## src/rtl/expr_tx_if.sv

```systemverilog
// Term/character handshake bundle for expr_tx.
// master = term producer and character consumer; slave = expr_tx.
interface expr_tx_if;
  logic       term_valid;
  logic       term_ready;
  logic [3:0] term_digit;
  logic       term_op;
  logic       term_last;
  logic       out_valid;
  logic       out_ready;
  logic [7:0] out_char;
  logic       busy;
  logic       done;
  logic       err;

  modport master (
    output term_valid, term_digit, term_op, term_last, out_ready,
    input  term_ready, out_valid, out_char, busy, done, err
  );

  modport slave (
    input  term_valid, term_digit, term_op, term_last, out_ready,
    output term_ready, out_valid, out_char, busy, done, err
  );
endinterface

```

## src/rtl/expr_tx.sv

```systemverilog
// Term FIFO plus serialiser emitting digit/op ASCII expressions.
// Optional EXPR_TX_CHECK_EN: digits > 9 set sticky err and emit "0".
module expr_tx #(
  parameter int unsigned DEPTH = 4
) (
  input logic      clk,
  input logic      clr_n,
  expr_tx_if.slave bus
);
  localparam int AW = $clog2(DEPTH);
  localparam int CW = AW + 1;
  localparam logic [CW-1:0] FULL = CW'(DEPTH);
  localparam logic [CW-1:0] ONE  = CW'(1);

  typedef enum logic [1:0] {IDLE, DIG, OP, GAP} state_t;

  function automatic logic [7:0] asc(input logic [3:0] d);
    return 8'h30 + {4'h0, d};
  endfunction

  state_t        state_q;
  logic [5:0]    mem_q [DEPTH];
  logic [AW-1:0] wr_q, rd_q, rd_nx;
  logic [CW-1:0] cnt_q;
  logic          out_valid_q;
  logic [7:0]    out_char_q;
  logic          busy_q, done_q;
  logic          push, pop, hs;
  logic [3:0]    wdig;
  logic [5:0]    head;
  logic [3:0]    nxt_dig;

  assign bus.term_ready = (cnt_q != FULL);
  assign push  = bus.term_valid && bus.term_ready;
  assign hs    = out_valid_q && bus.out_ready;
  assign pop   = hs && (state_q == DIG);
  assign rd_nx = rd_q + AW'(1);
  assign head  = mem_q[rd_q];
  assign nxt_dig = mem_q[rd_nx][5:2];

`ifdef EXPR_TX_CHECK_EN
  logic bad, err_q;
  assign bad  = bus.term_digit > 4'd9;
  assign wdig = bad ? 4'h0 : bus.term_digit;
  always_ff @(posedge clk) begin
    if (!clr_n)
      err_q <= 1'b0;
    else if (push && bad)
      err_q <= 1'b1;
  end
  assign bus.err = err_q;
`else
  assign wdig    = bus.term_digit;
  assign bus.err = 1'b0;
`endif

  always_ff @(posedge clk) begin
    if (push)
      mem_q[wr_q] <= {wdig, bus.term_op, bus.term_last};
  end

  always_ff @(posedge clk) begin
    if (!clr_n) begin
      state_q     <= IDLE;
      wr_q        <= '0;
      rd_q        <= '0;
      cnt_q       <= '0;
      out_valid_q <= 1'b0;
      out_char_q  <= 8'h00;
      busy_q      <= 1'b0;
      done_q      <= 1'b0;
    end else begin
      done_q <= 1'b0;
      if (push)
        wr_q <= wr_q + AW'(1);
      if (pop)
        rd_q <= rd_nx;
      cnt_q <= cnt_q + {{AW{1'b0}}, push}
                     - {{AW{1'b0}}, pop};
      unique case (state_q)
        IDLE, GAP: begin
          if (cnt_q != '0) begin
            state_q     <= DIG;
            out_valid_q <= 1'b1;
            out_char_q  <= asc(head[5:2]);
          end
        end
        DIG: begin
          if (hs) begin
            if (head[0]) begin
              done_q <= 1'b1;
              busy_q <= 1'b0;
              // next expression starts back-to-back from stored terms
              if (cnt_q > ONE) begin
                state_q    <= DIG;
                out_char_q <= asc(nxt_dig);
              end else begin
                state_q     <= IDLE;
                out_valid_q <= 1'b0;
              end
            end else begin
              state_q    <= OP;
              busy_q     <= 1'b1;
              out_char_q <= head[1] ? 8'h2A : 8'h2B;
            end
          end
        end
        OP: begin
          if (hs) begin
            if (cnt_q != '0) begin
              state_q    <= DIG;
              out_char_q <= asc(head[5:2]);
            end else begin
              state_q     <= GAP;
              out_valid_q <= 1'b0;
            end
          end
        end
        default: state_q <= IDLE;
      endcase
    end
  end

  assign bus.out_valid = out_valid_q;
  assign bus.out_char  = out_char_q;
  assign bus.busy      = busy_q;
  assign bus.done      = done_q;
endmodule

```

## src/flat_wrapper.sv

```systemverilog
// flat-port wrapper written by rule: the top's interface ports become plain ports
module expr_tx_flat 
#(
  parameter int unsigned DEPTH = 4
)
  (clk, clr_n, bus_term_valid, bus_term_digit, bus_term_op, bus_term_last, bus_out_ready, bus_term_ready, bus_out_valid, bus_out_char, bus_busy, bus_done, bus_err);
  expr_tx_if bus_i ();
  input logic clk;
  input logic clr_n;
  input wire logic [$bits(bus_i.term_valid)-1:0] bus_term_valid;
  input wire logic [$bits(bus_i.term_digit)-1:0] bus_term_digit;
  input wire logic [$bits(bus_i.term_op)-1:0] bus_term_op;
  input wire logic [$bits(bus_i.term_last)-1:0] bus_term_last;
  input wire logic [$bits(bus_i.out_ready)-1:0] bus_out_ready;
  output wire logic [$bits(bus_i.term_ready)-1:0] bus_term_ready;
  output wire logic [$bits(bus_i.out_valid)-1:0] bus_out_valid;
  output wire logic [$bits(bus_i.out_char)-1:0] bus_out_char;
  output wire logic [$bits(bus_i.busy)-1:0] bus_busy;
  output wire logic [$bits(bus_i.done)-1:0] bus_done;
  output wire logic [$bits(bus_i.err)-1:0] bus_err;
  assign bus_i.term_valid = bus_term_valid;
  assign bus_i.term_digit = bus_term_digit;
  assign bus_i.term_op = bus_term_op;
  assign bus_i.term_last = bus_term_last;
  assign bus_i.out_ready = bus_out_ready;
  assign bus_term_ready = bus_i.term_ready;
  assign bus_out_valid = bus_i.out_valid;
  assign bus_out_char = bus_i.out_char;
  assign bus_busy = bus_i.busy;
  assign bus_done = bus_i.done;
  assign bus_err = bus_i.err;
  expr_tx #(.DEPTH(DEPTH)) u_core (.clk(clk), .clr_n(clr_n), .bus(bus_i));
endmodule
```

## config.mk

```make
export PLATFORM = sky130hd
export DESIGN_NAME = expr_tx_flat
export DESIGN_NICKNAME = d
export VERILOG_FILES = /design/src/rtl/expr_tx_if.sv /design/src/rtl/expr_tx.sv /design/src/flat_wrapper.sv
export SDC_FILE = /design/constraint.sdc
export NUM_CORES = 1
export LEC_CHECK = 0
export ABC_CLOCK_PERIOD_IN_PS = 3400
export CORE_UTILIZATION = 59
export DETAILED_ROUTE_END_ITERATION = 12
export PLACE_DENSITY_LB_ADDON = 0.15
export SLEW_MARGIN = 0
export SYNTH_ARGS = -nofsm -noshare
export SYNTH_HDL_FRONTEND = slang
export SYNTH_SLANG_ARGS = --single-unit
```

## constraint.sdc

```tcl
create_clock -name clk -period 3.4 [get_ports clk]
set_input_delay 0.34 -clock clk [delete_from_list [all_inputs] [get_ports clk]]
set_output_delay 0.34 -clock clk [all_outputs]
set_load 0.1 [all_outputs]
```

* After elaboration in Yosys (flattened, before gate mapping)
Memory sizes are Yosys's and may differ from the RTL's. A register that Yosys moved wholly into a read port is not among the register bits.
Cells that the tools add are included.
** Storage, ports and cells
- Bits in registers :: 20
- Bits in writable memories :: 24
- Word-level logic and storage cells :: 65
- Memories kept :: 1
** Memories
- u_core.mem_q :: words 4, bits a word 6, read ports 2, clocked after Yosys merged registers in 1, write ports 1, RTL line expr_tx.sv:22 : logic [5:0] mem_q [DEPTH];
** Operators by class
- Add/sub/neg operators :: 6
- Magnitude comparators :: 1
- Eq/ne operators :: 11
- Muxes and demuxes :: 27
- Reductions and logical operators :: 11
** Operator list (number)
- 8-bit 2-to-1 mux :: 5
- 8-bit one-hot mux with 3 select lines :: 1
- 6-bit by 4-bit adder with 7-bit output (first input constant) :: 2
- 2-bit 2-to-1 mux :: 7
- 1-bit 2-to-1 mux :: 12
- 3-bit AND reduction :: 3
- 2-bit by 1-bit inequality test with 1-bit output (second input constant) :: 4
- 3-bit inequality test (second input constant) :: 2
- 2-bit one-hot mux with 3 select lines :: 1
- 6-bit AND reduction :: 1
- 2-bit by 1-bit adder with 2-bit output (second input constant) :: 2
- 2-bit == test (second input constant) :: 2
- 2-bit inequality test (second input constant) :: 2
- 3-bit by 1-bit adder with 3-bit output :: 1
- 3-bit by 1-bit > comparator with 1-bit output (second input constant) :: 1
- 1-bit logical AND :: 3
- 1-bit one-hot mux with 3 select lines :: 1
- 3-bit nonzero test :: 1
- 3-bit by 1-bit subtractor with 3-bit output :: 1
- 2-bit by 1-bit == test with 1-bit output (second input constant) :: 1
- 2-bit zero test :: 1
- 2-bit AND reduction :: 1
- 2-bit OR reduction :: 1

* Depth between registers and ports, before layout
Gate-level depths: netlist (run 1).
An unclocked memory read counts as a cell.
- Depth after elaboration :: 7
- Gate-level depth with buffers :: 12
- Depth with buffers taken out :: 11

* Least setup slack after synthesis (run 1)
OpenSTA, ideal clock, no wires.
- Path type :: register to register
- Start point :: register u_core.out_valid_q (netlist: u_core.bus.out_valid)
- End point :: register u_core.cnt_q[2]
- Library setup time :: 0.120 ns
- Data arrival time :: 2.400 ns
- Required time :: 3.280 ns
- Path slack :: 0.880 ns
- Stages on the path, launching flop included :: 10
- Buffers on the path :: 0
- Period minus slack after synthesis :: 2.520 ns
- Path through :: dfxtp_1 -> nand3_1 -> inv_1 -> ha_1 -> inv_1 -> ha_1 -> inv_1 -> fa_1 -> xnor2_1 -> nor2_1
** Between the ends
- Longest elaborated chain between the ends :: 3
** RTL lines
- start: declaration :: RTL line expr_tx.sv:25 : logic out_valid_q;
- start signal: assignment :: RTL line expr_tx.sv:68 : out_valid_q <= 1'b0;
- start signal: assignment :: RTL line expr_tx.sv:84 : out_valid_q <= 1'b1;
- start signal: assignment :: RTL line expr_tx.sv:99 : out_valid_q <= 1'b0;
- 1-bit logical AND :: RTL line expr_tx.sv:35 : assign hs = out_valid_q && bus.out_ready;
- 1-bit logical AND :: RTL line expr_tx.sv:36 : assign pop = hs && (state_q == DIG);
- net u_core.pop :: RTL line expr_tx.sv:28 : logic push, pop, hs;
- 3-bit by 1-bit subtractor with 3-bit output :: RTL line expr_tx.sv:79 : - {{AW{1'b0}}, pop};
- end signal: assignment :: RTL line expr_tx.sv:78 : cnt_q <= cnt_q + {{AW{1'b0}}, push}
- end: declaration :: RTL line expr_tx.sv:24 : logic [CW-1:0] cnt_q;
The timed path passes the listed nets, and every way through them passes these cells.
A chain may end at the register's enable or synchronous reset.

* Final worst setup path (run 1)
- Start point :: register u_core.cnt_q[1]
- End point :: output bus_term_ready
** Between the ends
- Longest elaborated chain between the ends :: 1
** RTL lines
- 3-bit inequality test :: RTL line expr_tx.sv:33 : assign bus.term_ready = (cnt_q != FULL);
- end: declaration :: RTL line flat_wrapper.sv:15 : output wire logic [$bits(bus_i.term_ready)-1:0] bus_term_ready;
No other way between the ends.

==> results of run 1 <==
[through the flow]
stage	instance area, µm²	setup slack (ps)	power [mW]
after floorplan	2080	880	1.46
after global placement	2260	1070	1.59
after detailed placement	2260	1010	1.62
after CTS	2340	896	1.94
after global routing	2340	830	2.04
final	2340	918	1.93
[worst reg2reg max path: stages, from the launching register on]
cell and delay [ps]:
dfxtp_1 340, inv_1 70, ha_1 370, nand3_1 160, inv_1 190, ha_1 260, inv_1 50, ha_1 120
inv_1 50, fa_1 370, xnor2_1 160, nor2_1 60
[layout make-up]
class | instances | area, µm² | share of cell area
Multi-Input combinational cell | 93 | 845 | 0.361
Clock inverter | 3 | 42.5 | 0.0182
Tap cell | 46 | 57.6 | 0.0246
Inverter | 12 | 45.0 | 0.0193
Timing Repair Buffer | 19 | 190 | 0.0813
Sequential cell | 44 | 1120 | 0.479
Clock buffer | 5 | 37.5 | 0.0161
[synthesized netlist by cell type (all sizes together) (2+ instances only)]
cell / n
a21boi: 2
a21oi: 3
a2bb2oi: 2
and2: 8
buf: 7
clkbuf: 3
dfxtp: 20
edfxtp: 24
ha: 10
inv: 12
mux2i: 2
mux4: 10
nand2: 8
nand3: 6
nand3b: 2
nor2: 10
nor3: 2
nor3b: 2
o21ai: 4
o221a: 3
o22ai: 2
xnor2: 3
[cell families after synthesis]
| group | after synthesis |
|---|---|
| DFF | 44 |
| AOI/OAI and AO/OA | 22 |
| other | 1 |
| buffers and inverters | 22 |
| and+or+nand+nor | 41 |
| muxes | 12 |
| adders and majority gates | 11 |
| xor gates and xnor gates | 4 |
[state kept, by name, summed over array words and instances (netlist names), 2 cells and up, named ones only]
register             count
u_core.wr_q              2
u_core.state_q           2
u_core.rd_q              2
u_core.mem_q            24
u_core.bus.out_char      6
u_core.cnt_q             3
[cell usage in the layout, fill, tap and decap left out, drive strengths merged]
cell / n
o221a: 3
nand3: 6
o2111ai: 1
nand2: 8
mux4: 10
a21boi: 2
bufinv: 1
a2bb2oi: 2
dfxtp: 20
nor2: 10
o32ai: 1
inv: 12
nor3b: 2
and2: 8
xor2: 1
fa: 1
nand3b: 2
ha: 10
and3: 1
a21oi: 3
and2b: 1
nor3: 2
conb: 3
o211ai: 1
o21a: 1
edfxtp: 24
a222oi: 1
nor2b: 1
o21ai: 4
xnor2: 3
clkdlybuf4s50: 19
clkinv: 2
clkbuf: 5
o22ai: 2
a211oi: 1
mux2i: 2
[power by group through the flow]
stage	sequential [mW]	clock, mW	combinational [mW]
detailed placement	0.757	0	0.866
floorplan	1.01	0	0.446
CTS	0.745	0.322	0.870
finish	0.744	0.317	0.866
global placement	0.747	0	0.847
global route	0.755	0.347	0.939
[layer usage]
metal / wire length (µm) / part of all wire / vias to the layer above
met4: 63 / 0.018 / 0
met1: 1520 / 0.43 / 598
met2: 1780 / 0.51 / 32
met5: 0 / 0 / -
met3: 140 / 0.040 / 8
li1: - / - / 611
[worst paths after layout]
| path | cells past startpoint | to | startpoint | slack, ps |
|---|---|---|---|---|
| max | 3 | bus_term_ready | u_core.cnt_q[1] | 920 |
| min | 1 | u_core.bus.out_char[5] | u_core.bus.out_char[5] | 470 |
| max reg2reg | 11 | u_core.cnt_q[2] | u_core.state_q[1] | 1090 |
| min reg2reg | 1 | u_core.bus.out_char[5] | u_core.bus.out_char[5] | 470 |
==> impl_metrics.json, run 1 <==
{
  "wl_mm": 3.51,
  "worstPathArrival_ps": 2140,
  "die-height_um": 61.3,
  "gp_congestion": 0.754,
  "yosysSeqAreaShare": 0.540,
  "synth_cell_type_count": 40,
  "swShare": 0.430,
  "gr-usage-met2": 0.373,
  "dr_total_vias": 1249,
  "dr.pass1.iters": 4,
  "cp_top_family": "buffers and inverters",
  "grtUsageMet1": 0.270,
  "fill_cells": 246,
  "synth_mux_area_frac": 0.127,
  "ys_seq_elements": 44,
  "yosys.area_share.simple": 0.108,
  "yosys_most_used_dff": "edfxtp_1",
  "port_buffers": 19,
  "clockBufferDepth": 2,
  "synth_compound_area_frac": 0.0790,
  "initial_core_util": 0.617,
  "netlist_instances": 157,
  "slowest_delay_ps": 1120,
  "yosys.area_share.xor_xnor": 0.0169,
  "grt_max_degree": 15,
  "clk_pin_slew_worst_paths_ps": 130,
  "grt_first_pass_wirelength_mm": 5.65,
  "placementRows": 21,
  "avgSynthCellArea_um2": 13.2,
  "viasPerCell": 5.63,
  "rsz0062_at_grt": "no",
  "dp_cells": 214,
  "dp_hpwl_mm": 2.59,
  "synth-adder-area-share": 0.0699,
  "irDropWorstVdd_uv": 414,
  "met3_usage": 0.0756,
  "cts_buffers": 5,
  "grt_busiest_layer": "met2",
  "layout-drive-gt1-share": 0.0966,
  "maxSlewHeadroom": 0.352,
  "final.setup.tns_ps": 0,
  "ys_async_sr_fraction": 0,
  "antenna_found_initial": 0,
  "grt_overflow": 0,
  "core_area_mm2": 0.00336,
  "crit_fanout": 5,
  "path_buf_inv": 1,
  "antenna_cells": 0,
  "final_cells": 222,
  "cts_setup_buffers": 0,
  "cts_tree": "yes",
  "synth_top_cell_area_share": 0.347,
  "finalMaxSlewViolations": 0,
  "powerDensity_mw_per_mm2": 824,
  "worst_pin_slew_ps": 969,
  "finalCritPeriodShare": 0.730,
  "outcome": "complete, no violations",
  "cts.htree.levels": 2,
  "syn_to_final_growth_pct": 12.7,
  "worstSetupPathType": "reg -> out",
  "cts.sinks": 44,
  "skew_ps": 10.4,
  "required_ps": 3060,
  "die_x_um": 61.3,
  "timing.final.crit_period_ps": 2480,
  "worstPathCellList": "nor2_1, nand2_1, clkdlybuf4s50_1",
  "finalHoldViolCount": 0,
  "grt_usage": 0.222,
  "fin_util": 0.695,
  "maxCapViolCount": 0,
  "pwr-share-seq": 0.386,
  "root_buffer": "clkbuf_4",
  "p_leak_nw": 0.842,
  "timing.hold.ws_ps": 475,
  "yosys-top-cells-area": "edfxtp_1, dfxtp_1, mux4_1, ha_1, mux4_2",
  "ant_nets": 0,
  "p_comb_frac": 0.450,
  "synth_warnings": 0,
  "syn_area_mm2": 0.00208,
  "drt-initial-drc-count": 87,
  "final_nets": 196,
  "hold_buffers": 0,
  "slowest_stage": "clkdlybuf4s50_1",
  "design.die.area_mm2": 0.00376,
  "cp-end-kind": "output port",
  "ctsResizeCount": 0,
  "synth_top_family_by_area": "multiplexers",
  "p_clk_frac": 0.164,
  "avgRoutedWirePerCell_um": 15.8,
  "hold_class": "reg -> reg",
  "startpoint_type": "flop",
  "power.switching_mw": 0.829,
  "boundaryPins": 23,
  "p_int_mw": 1.10,
  "drc": 0,
  "synth_edf_count": 24,
  "clock_latency_ps": 350,
  "grt_pass1_vias": 1205,
  "fmax_mhz": 403,
  "synth_top_cell_by_area": "edfxtp_1",
  "finalSetupViolCount": 0
}
Power figures use the tool's default switching activity.
==> inputs of run 2 (changes only) <==
Settings changed: ABC_CLOCK_PERIOD_IN_PS 3400 to 2500, CORE_UTILIZATION 59 to 55.
Clock period 3.4 ns to 2.5 ns, I/O delays scaled along.
==> run 2 against run 1 <==
Against the previous run:
- global-route usage shrank 2.0 points
- sequential power increased by 36%
- final area up 1.1%
- critical path depth up 8
- first-iteration DRC count is 6.9% lower
- power increased by 41%
- register-to-register slack worse by 800 ps
- die area grew 7.0%
- combinational power rose by 36%
- sequential share of layout area fell by 0.45 points
==> impl_metrics.json, run 2 (synthesized netlist as in run 1, its figures left out) <==
{
  "outcome": "complete, no violations",
  "worstPathCellList": "inv_1, ha_2, nand3_1, inv_1, ha_1, inv_1, ha_1, inv_1, fa_1, xnor2_1, nor2_1",
  "maxCapViolCount": 0,
  "grt_pass1_vias": 1282,
  "final_cell_mix": "edfxtp_1, dfxtp_1, inv_1, buf_4, nor2_1",
  "dr_total_vias": 1244,
  "wl_mm": 3.46,
  "path_buf_inv": 4,
  "grt_usage": 0.201,
  "drc": 0,
  "skew_ps": 6.94,
  "cts.htree.levels": 2,
  "die_x_um": 63.4,
  "root_buffer": "clkbuf_8",
  "syn_to_final_growth_pct": 13.9,
  "slowest_stage": "fa_1",
  "register_area_mm2": 0.00112,
  "gp_congestion": 0.828,
  "grt_first_pass_wirelength_mm": 5.84,
  "multiInputGateArea_um2": 847,
  "slowest_delay_ps": 380,
  "final_nets": 198,
  "hold_buffers": 0,
  "cts_tree": "yes",
  "viasPerCell": 5.55,
  "fill_cells": 269,
  "required_ps": 2680,
  "hold_class": "reg -> reg",
  "port_buffers": 19,
  "placementRows": 21,
  "finalMaxSlewViolations": 0,
  "rsz0062_at_grt": "no",
  "powerDensity_mw_per_mm2": 1150,
  "design.die.area_mm2": 0.00402,
  "finalSetupViolCount": 0,
  "fmax_mhz": 453,
  "boundaryPins": 23,
  "dr.pass1.iters": 4,
  "timing.final.crit_period_ps": 2210,
  "avgRoutedWirePerCell_um": 15.4,
  "initial_core_util": 0.598,
  "finalCritPeriodShare": 0.883,
  "layout-drive-gt1-share": 0.180,
  "cp_common_cell": "inv_1",
  "cp_top_family": "adder cells",
  "drt-initial-drc-count": 81,
  "die-height_um": 63.4,
  "clockBufferDepth": 2,
  "ant_nets": 0,
  "dp_hpwl_mm": 2.65,
  "clk_pin_slew_worst_paths_ps": 80,
  "fin_area_mm2": 0.00236,
  "grt_max_degree": 15,
  "antenna_cells": 0,
  "worstSetupPathType": "reg -> reg",
  "post_dp_cell_area_mm2": 0.00225,
  "cts.sinks": 44,
  "largest_reg_flops": 24,
  "crit_fanout": 11,
  "grt_overflow": 0,
  "largest_register": "u_core.mem_q",
  "mostFrequentLayoutCell": "edfxtp_1",
  "cts_buffers": 5,
  "cp-end-kind": "flop",
  "final.setup.tns_ps": 0,
  "irDropWorstVdd_uv": 518,
  "cts_setup_buffers": 0,
  "finalHoldViolCount": 0,
  "antenna_found_initial": 0,
  "core_area_mm2": 0.00347,
  "startpoint_type": "flop",
  "p_leak_nw": 0.878,
  "worstPathArrival_ps": 2390,
  "clock_latency_ps": 290
}
run 2: changes by cell type in the layout (fill, tap and decap cells not counted), moves of 5 or more:
cell	change
buf_4	+12
clkdlybuf4s50_1	-10
clkbuf_4	-5
clkbuf_8	+5
run 2: cell type report:
class                           count  area share
Clock inverter                      3      0.0180
Sequential cell                    44       0.475
Inverter                           12      0.0191
Tap cell                           46      0.0244
Multi-Input combinational cell     93       0.358
Timing Repair Buffer               21      0.0762
Clock buffer                        5      0.0291
run 2: metrics by stage:
stage | power, mW | setup WS [ps] | hold WS, ps | util | instances
2_1_floorplan | 1.98 | 332 | 349 | - | 159
3_3_place_gp | 2.16 | 277 | 450 | 0.649 | 216
3_5_place_dp | 2.21 | 175 | 455 | 0.649 | 216
4_1_cts | 2.73 | 200 | 474 | 0.681 | 224
5_1_grt | 2.87 | 106 | 493 | 0.681 | 224
6_report | 2.72 | 293 | 470 | 0.681 | 224
run 2: timing repair:
item,CTS,global route
hold endpoints to repair,0,0
setup endpoints to repair,0,1
resized for setup,0,1
run 2: per-layer routing:
metal / share of wire / up-vias / global-route usage
met5: 0 / - / 0
met4: 0.012 / 0 / 0.0824
met3: 0.047 / 8 / 0.0707
met2: 0.53 / 35 / 0.358
met1: 0.41 / 591 / 0.215
li1: - / 610 / -
run 2: power breakdown:
group	total, mW	internal, mW	switching (mW)
registers	1.01	0.906	0.101
logic	1.18	0.372	0.813
clock network	0.526	0.295	0.231
run 2: path summary, 6_finish.rpt:
path                                          endpoint  cells past startpoint              startpoint  slack, ps
worst min-delay path            u_core.bus.out_char[5]                      1  u_core.bus.out_char[5]        470
worst max register to register         u_core.cnt_q[2]                     11       u_core.state_q[1]        290
worst max-delay path                   u_core.cnt_q[2]                     11       u_core.state_q[1]        290
worst min register to register  u_core.bus.out_char[5]                      1  u_core.bus.out_char[5]        470
